File: src/rtl/axis_burst_scheduler.sv
// axis_burst_scheduler
// Emits trigger-started bursts of ramp data on an AXI4-Stream master port.
// A run is cfg_bursts bursts of cfg_length beats (0..len-1, tlast on the
// final beat), separated by cfg_gap idle cycles. Config is latched at start
// and held until the scheduler returns to IDLE. In continuous mode the run
// wraps back to burst 0 and only stop_flag ends it.

module axis_burst_scheduler #(
    parameter int AXIS_TDATA_WIDTH = 32,
    parameter int CNTR_WIDTH       = 32,
    parameter     CONTINUOUS       = "FALSE"
) (
    input  logic                        aclk,
    input  logic                        aresetn,
    input  logic [CNTR_WIDTH-1:0]       cfg_length,
    input  logic [CNTR_WIDTH-1:0]       cfg_bursts,
    input  logic [CNTR_WIDTH-1:0]       cfg_gap,
    input  logic                        trg_flag,
    input  logic                        stop_flag,
    output logic                        sts_busy,
    output logic [CNTR_WIDTH-1:0]       sts_burst,
    output logic [AXIS_TDATA_WIDTH-1:0] m_axis_tdata,
    output logic                        m_axis_tvalid,
    input  logic                        m_axis_tready,
    output logic                        m_axis_tlast
);

    localparam bit                  CONT = (CONTINUOUS == "TRUE");
    localparam logic [CNTR_WIDTH-1:0] ONE = CNTR_WIDTH'(1);

    typedef enum logic [1:0] {
        S_IDLE,
        S_RUN,
        S_GAP
    } state_t;

    state_t                state_q,     state_d;
    logic [CNTR_WIDTH-1:0] len_q,       len_d;
    logic [CNTR_WIDTH-1:0] bursts_q,    bursts_d;
    logic [CNTR_WIDTH-1:0] gap_q,       gap_d;
    logic [CNTR_WIDTH-1:0] samp_q,      samp_d;
    logic [CNTR_WIDTH-1:0] burst_q,     burst_d;
    logic [CNTR_WIDTH-1:0] gap_cnt_q,   gap_cnt_d;
    logic                  stop_pend_q, stop_pend_d;

    logic handshake;
    logic last_beat;
    logic last_burst;
    logic stop_now;

    // Outputs decode straight from registers, so reset clears them at once
    // and a stalled beat keeps tdata/tlast stable.
    assign m_axis_tvalid = (state_q == S_RUN);
    assign m_axis_tdata  = AXIS_TDATA_WIDTH'(samp_q);
    assign last_beat     = (samp_q == len_q - ONE);
    assign last_burst    = (burst_q == bursts_q - ONE);
    assign m_axis_tlast  = m_axis_tvalid && last_beat;
    assign handshake     = m_axis_tvalid && m_axis_tready;
    assign stop_now      = stop_pend_q || stop_flag;
    assign sts_busy      = (state_q != S_IDLE);
    assign sts_burst     = burst_q;

    // Next-state logic for the IDLE/RUN/GAP sequencer and its counters.
    always_comb begin
        // NOTE: every target gets a default first so no path can infer a latch.
        state_d     = state_q;
        len_d       = len_q;
        bursts_d    = bursts_q;
        gap_d       = gap_q;
        samp_d      = samp_q;
        burst_d     = burst_q;
        gap_cnt_d   = gap_cnt_q;
        stop_pend_d = stop_pend_q;

        case (state_q)
            S_IDLE: begin
                stop_pend_d = 1'b0;
                if (trg_flag && (cfg_length != '0) && (cfg_bursts != '0) && !stop_flag) begin
                    len_d    = cfg_length;
                    bursts_d = cfg_bursts;
                    gap_d    = cfg_gap;
                    samp_d   = '0;
                    burst_d  = '0;
                    state_d  = S_RUN;
                end
            end

            S_RUN: begin
                // A stop never drops tvalid mid-beat; it is held until the
                // current beat is accepted.
                stop_pend_d = stop_now;
                if (handshake) begin
                    if (stop_now) begin
                        samp_d      = '0;
                        burst_d     = '0;
                        stop_pend_d = 1'b0;
                        state_d     = S_IDLE;
                    end else if (last_beat) begin
                        samp_d = '0;
                        if (last_burst && !CONT) begin
                            burst_d = '0;
                            state_d = S_IDLE;
                        end else begin
                            burst_d = last_burst ? '0 : burst_q + ONE;
                            if (gap_q != '0) begin
                                gap_cnt_d = '0;
                                state_d   = S_GAP;
                            end
                        end
                    end else begin
                        samp_d = samp_q + ONE;
                    end
                end
            end

            S_GAP: begin
                if (stop_flag) begin
                    burst_d = '0;
                    state_d = S_IDLE;
                end else if (gap_cnt_q == gap_q - ONE) begin
                    state_d = S_RUN;
                end else begin
                    gap_cnt_d = gap_cnt_q + ONE;
                end
            end

            default: state_d = S_IDLE;
        endcase
    end

    // State and counter registers with asynchronous reset.
    always_ff @(posedge aclk or negedge aresetn) begin
        if (!aresetn) begin
            state_q     <= S_IDLE;
            len_q       <= '0;
            bursts_q    <= '0;
            gap_q       <= '0;
            samp_q      <= '0;
            burst_q     <= '0;
            gap_cnt_q   <= '0;
            stop_pend_q <= 1'b0;
        end else begin
            // NOTE: non-blocking so every register samples pre-edge values.
            state_q     <= state_d;
            len_q       <= len_d;
            bursts_q    <= bursts_d;
            gap_q       <= gap_d;
            samp_q      <= samp_d;
            burst_q     <= burst_d;
            gap_cnt_q   <= gap_cnt_d;
            stop_pend_q <= stop_pend_d;
        end
    end

endmodule

File: config.mk
export PLATFORM = sky130hd
export DESIGN_NAME = axis_burst_scheduler
export DESIGN_NICKNAME = d
export VERILOG_FILES = /design/src/rtl/axis_burst_scheduler.sv
export SDC_FILE = /design/constraint.sdc
export NUM_CORES = 1
export LEC_CHECK = 0
export ABC_AREA = 1
export CORE_MARGIN = 10
export CORE_UTILIZATION = 55
export CTS_CLUSTER_DIAMETER = 80
export DETAILED_ROUTE_END_ITERATION = 8
export HOLD_SLACK_MARGIN = 0.03
export PLACE_DENSITY = 0.88
export SYNTH_ARGS = -nofsm -noshare
export SYNTH_HDL_FRONTEND = slang
export SYNTH_SLANG_ARGS = --single-unit
File: constraint.sdc
create_clock -name aclk -period 3.2 [get_ports aclk]
set_clock_uncertainty 0.1 [all_clocks]
set_input_delay 0.48 -clock aclk [delete_from_list [all_inputs] [get_ports aclk]]
set_output_delay 0.48 -clock aclk [all_outputs]
set_load 0.005 [all_outputs]
==> flow_summary.toml <==
[run_status]
status = "finished clean"

[synthesis]
syn_inst = 2201
ys_ff_latch = 195
async_reset_ff_frac = 1.00
syn_area_per_cell_um2 = 6.61
synth_top_family_by_area = "simple AND/OR/NAND/NOR gates"
yosysUniqueCellTypes = 43
yosys.area_share.adder = 0.00516
muxShareOfSynthArea = 0
synth_area_leader_cell = "dfrtp_1"
syn_area_um2 = 14600
synth-main-ff-cell = "dfrtp_1"
synth-edff-count = 0
synth-compound-area-share = 0.0685
synth_fp_nets = 2308
synth-xor-area-share = 0.117
synthSimpleGateAreaFrac = 0.389
ys_warn_count = 0
synth_area_leaders = "dfrtp_1 (34%), nand2_1 (18%), nor2_1 (8.6%)"
netlist.area_leader.share = 0.335
ys_seq_area_frac = 0.335

[clock_tree]
clock-sinks = 195
path_clk_slew_ns = 0.08
cts_buffers = 17
ctsHtreeMaxLevel = 4
tritoncts = "built"
cts_buffer_depth = 2
worstSkewPairLatency_ns = 0.45
cts_root_buf = "clkbuf_16"

[hold_path]
hp-start = "stop_pend_q"
whs_endpoint = "stop_pend_q"
min_path_type = "reg2reg"
worstHoldPathCells = 2

[worst_setup_path]
start_kind = "register"
cp_slowest_cell = "dfrtp_1"
path_delay_family = "simple AND/OR/NAND/NOR gates"
cp_data_required_time_ns = 3.42
end_kind = "register"
critical_path_class = "reg2reg"
reg2regPathDepth = 18
reg2reg_from = "gap_q[1]"
cp.arrival_ns = 3.21
crit_path_max_fanout = 17
rrSetupSlack_ns = 0.21
slowest_delay_ns = 0.40
crit_chain = "inv_1 -> ha_1 -> nand3_2 -> nor2_4 -> nand2_1 -> o21ai_1 -> nand2_1 -> nand2_1 -> nand2_1 -> nor2_1 -> nand3_1 -> nor2_1 -> nand3_1 -> nand2_2 -> nor2_4 -> buf_12 -> nand2_1 -> nand2_1"
cp_common_cell = "nand2_1"
cp_num_buf_inv = 2
reg2reg_to = "gap_cnt_q[25]"

[timing]
finalSetupTns_ns = 0
setup_viol = 0
period_needed_ns = 2.99
slew_violations = 0
relSlewSlack = 0.359
worst_slack_ns = 0.208
timing.fmax_mhz = 334
fin_crit_sh = 0.935
worstMarginPinSlew_ns = 0.953
rsz0062_at_grt = "no"
hold_violations = 0

[cells_and_area]
drive_above_1_share = 0.0757
final_area_um2 = 17500
nets = 2473
area_delta_synth_final_pct = 20.3
diodes = 0

[pwr]
power.density_nw_per_um2 = 684
clkPwrFrac = 0.183
p_sw_uw = 5630
p_int_uw = 6350
leakage_uw = 0.00816
ir_drop_mv = 0.496
power_frac_comb = 0.483
swShare = 0.470
p_seq_frac = 0.334

[global_route]
grt_pass1_vias = 14600
antenna_found_initial = 1
grt_max_degree = 108
grt_usage = 0.278
grt-ovfl-total = 0
grt_pass1_wl_mm = 75.9

[place]
placed_cell_area_um2 = 16700
port_buffers = 167
pre_cts_ws_ns = 0.0351
gp_congestion = 1.04
place_hpwl_mm = 36.2

[floorplanning]
rows = 59
initial_core_util = 0.558
die_area_um2 = 33400
num_io_pins = 168
die_w_um = 183
core_area_um2 = 26100
die_h_um = 183

[drt]
drc_errors = 0
routedWlPerCell_um = 17.4
routed_via_density = 5.52
wirelength_mm = 47.1
drt-initial-drc-count = 1502
vias = 15000
drt-pass1-iter-count = 5
drtAntennaViolNets = 0

[run]
cap_violations = 0
==> area by class of cell <==
class | count | area (um2)
clock inverter | 14 | 144
sequential | 195 | 4880
tap | 335 | 419
fill | 2340 | 8560
inverter | 244 | 917
timing repair buffer | 208 | 2080
multi-input combinational | 1700 | 8630
clock buffer | 18 | 429
==> through the flow <==
stage          power (uW)   util  std cells  hold WS [ns]
2_1_floorplan        7710      -       2201        0.0844
3_3_place_gp         9240  0.639       2671         0.380
3_5_place_dp         9350  0.639       2671         0.394
4_1_cts             11800  0.668       2712         0.413
5_1_grt             12900  0.672       2714         0.451
6_report            12000  0.672       2714         0.412
==> synthesized netlist by cell type (5+ instances only) <==
cell      count
o21bai_1      8
a21oi_1      10
buf_6         9
clkbuf_1     43
buf_2         6
nor2_1      334
o21ai_1       5
nand2_1     717
nor2_2       16
nor4_1       24
xnor2_1      47
nand3b_1     14
dfrtp_1     195
nand4_1      72
and2_1        5
o21ai_2      33
inv_1       237
ha_1          6
nor3_1       49
nand3_1      92
o21ai_0     102
xor2_1      134
==> metal layers <==
metal	up-vias	wire, um	GRT usage
met1	7070	20600	0.365
met2	590	21900	0.456
met4	2	1100	0.0778
li1	7251	-	-
met5	-	7	0
met3	68	3530	0.0530
==> power groups by stage <==
stage | logic (uW) | registers (uW) | clock network (uW)
after CTS | 5630 | 3970 | 2210
final | 5790 | 4000 | 2190
after floorplan | 3970 | 3730 | 0
after global routing | 6480 | 4100 | 2300
after global placement | 5280 | 3960 | 0
after detailed placement | 5370 | 3980 | 0
==> what timing repair did <==
action	4_1_cts	5_1_grt
hold endpoints to repair	4	0
resized for setup	33	24
gates cloned	1	1
setup endpoints to repair	2	34
pin swaps	13	13
setup buffers	7	1
hold buffers	1	0
==> worst min-delay path: stages, from the launching register on <==
cell and delay, ns:
dfrtp_1 0.37, a32oi_1 0.06, inv_1 0.05
==> sequential cells by signal, summed over array words and instances, names as in the netlist <==
name and cells:
bursts_q 32, gap_cnt_q 32, gap_q 32, len_q 32, m_axis_tdata 32, state_q 2
stop_pend_q 1, sts_burst 32
==> worst max-delay path by stage <==
stage | start | end | cells after the start
after global routing | len_q[1] | gap_cnt_q[10] | 18
final | gap_q[1] | gap_cnt_q[25] | 18
after global placement | len_q[0] | gap_cnt_q[17] | 18
after floorplan | len_q[0] | sts_burst[23] | 16
after CTS | len_q[4] | m_axis_tlast | 15
after detailed placement | len_q[0] | gap_cnt_q[25] | 17
==> cell usage in the layout (no fill, tap or decap), drive strengths merged, types with 2 or more instances in the layout <==
cell             n
xnor2           47
a211oi           2
nand4           73
nor3b            2
a21oi           10
clkinvlp         3
or2              2
nand3b          14
ha               6
and2             5
nand2          722
inv            248
nor3            49
nor2           357
clkdlybuf4s50  165
nor4            24
clkbuf          20
o21ai          140
xnor3            4
xor2           134
o21a             2
o21bai           8
nand3           94
clkinv           6
dfrtp          195
buf             40
==> logic make-up after synthesis <==
group	count (synthesis)
xor gates and xnor gates	186
and+or+nand+nor	1340
AOI/OAI and AO/OA	166
adders and majority gates	6
DFF	195
buffers and inverters	308
No activity file was read; power rests on OpenSTA's default activity.
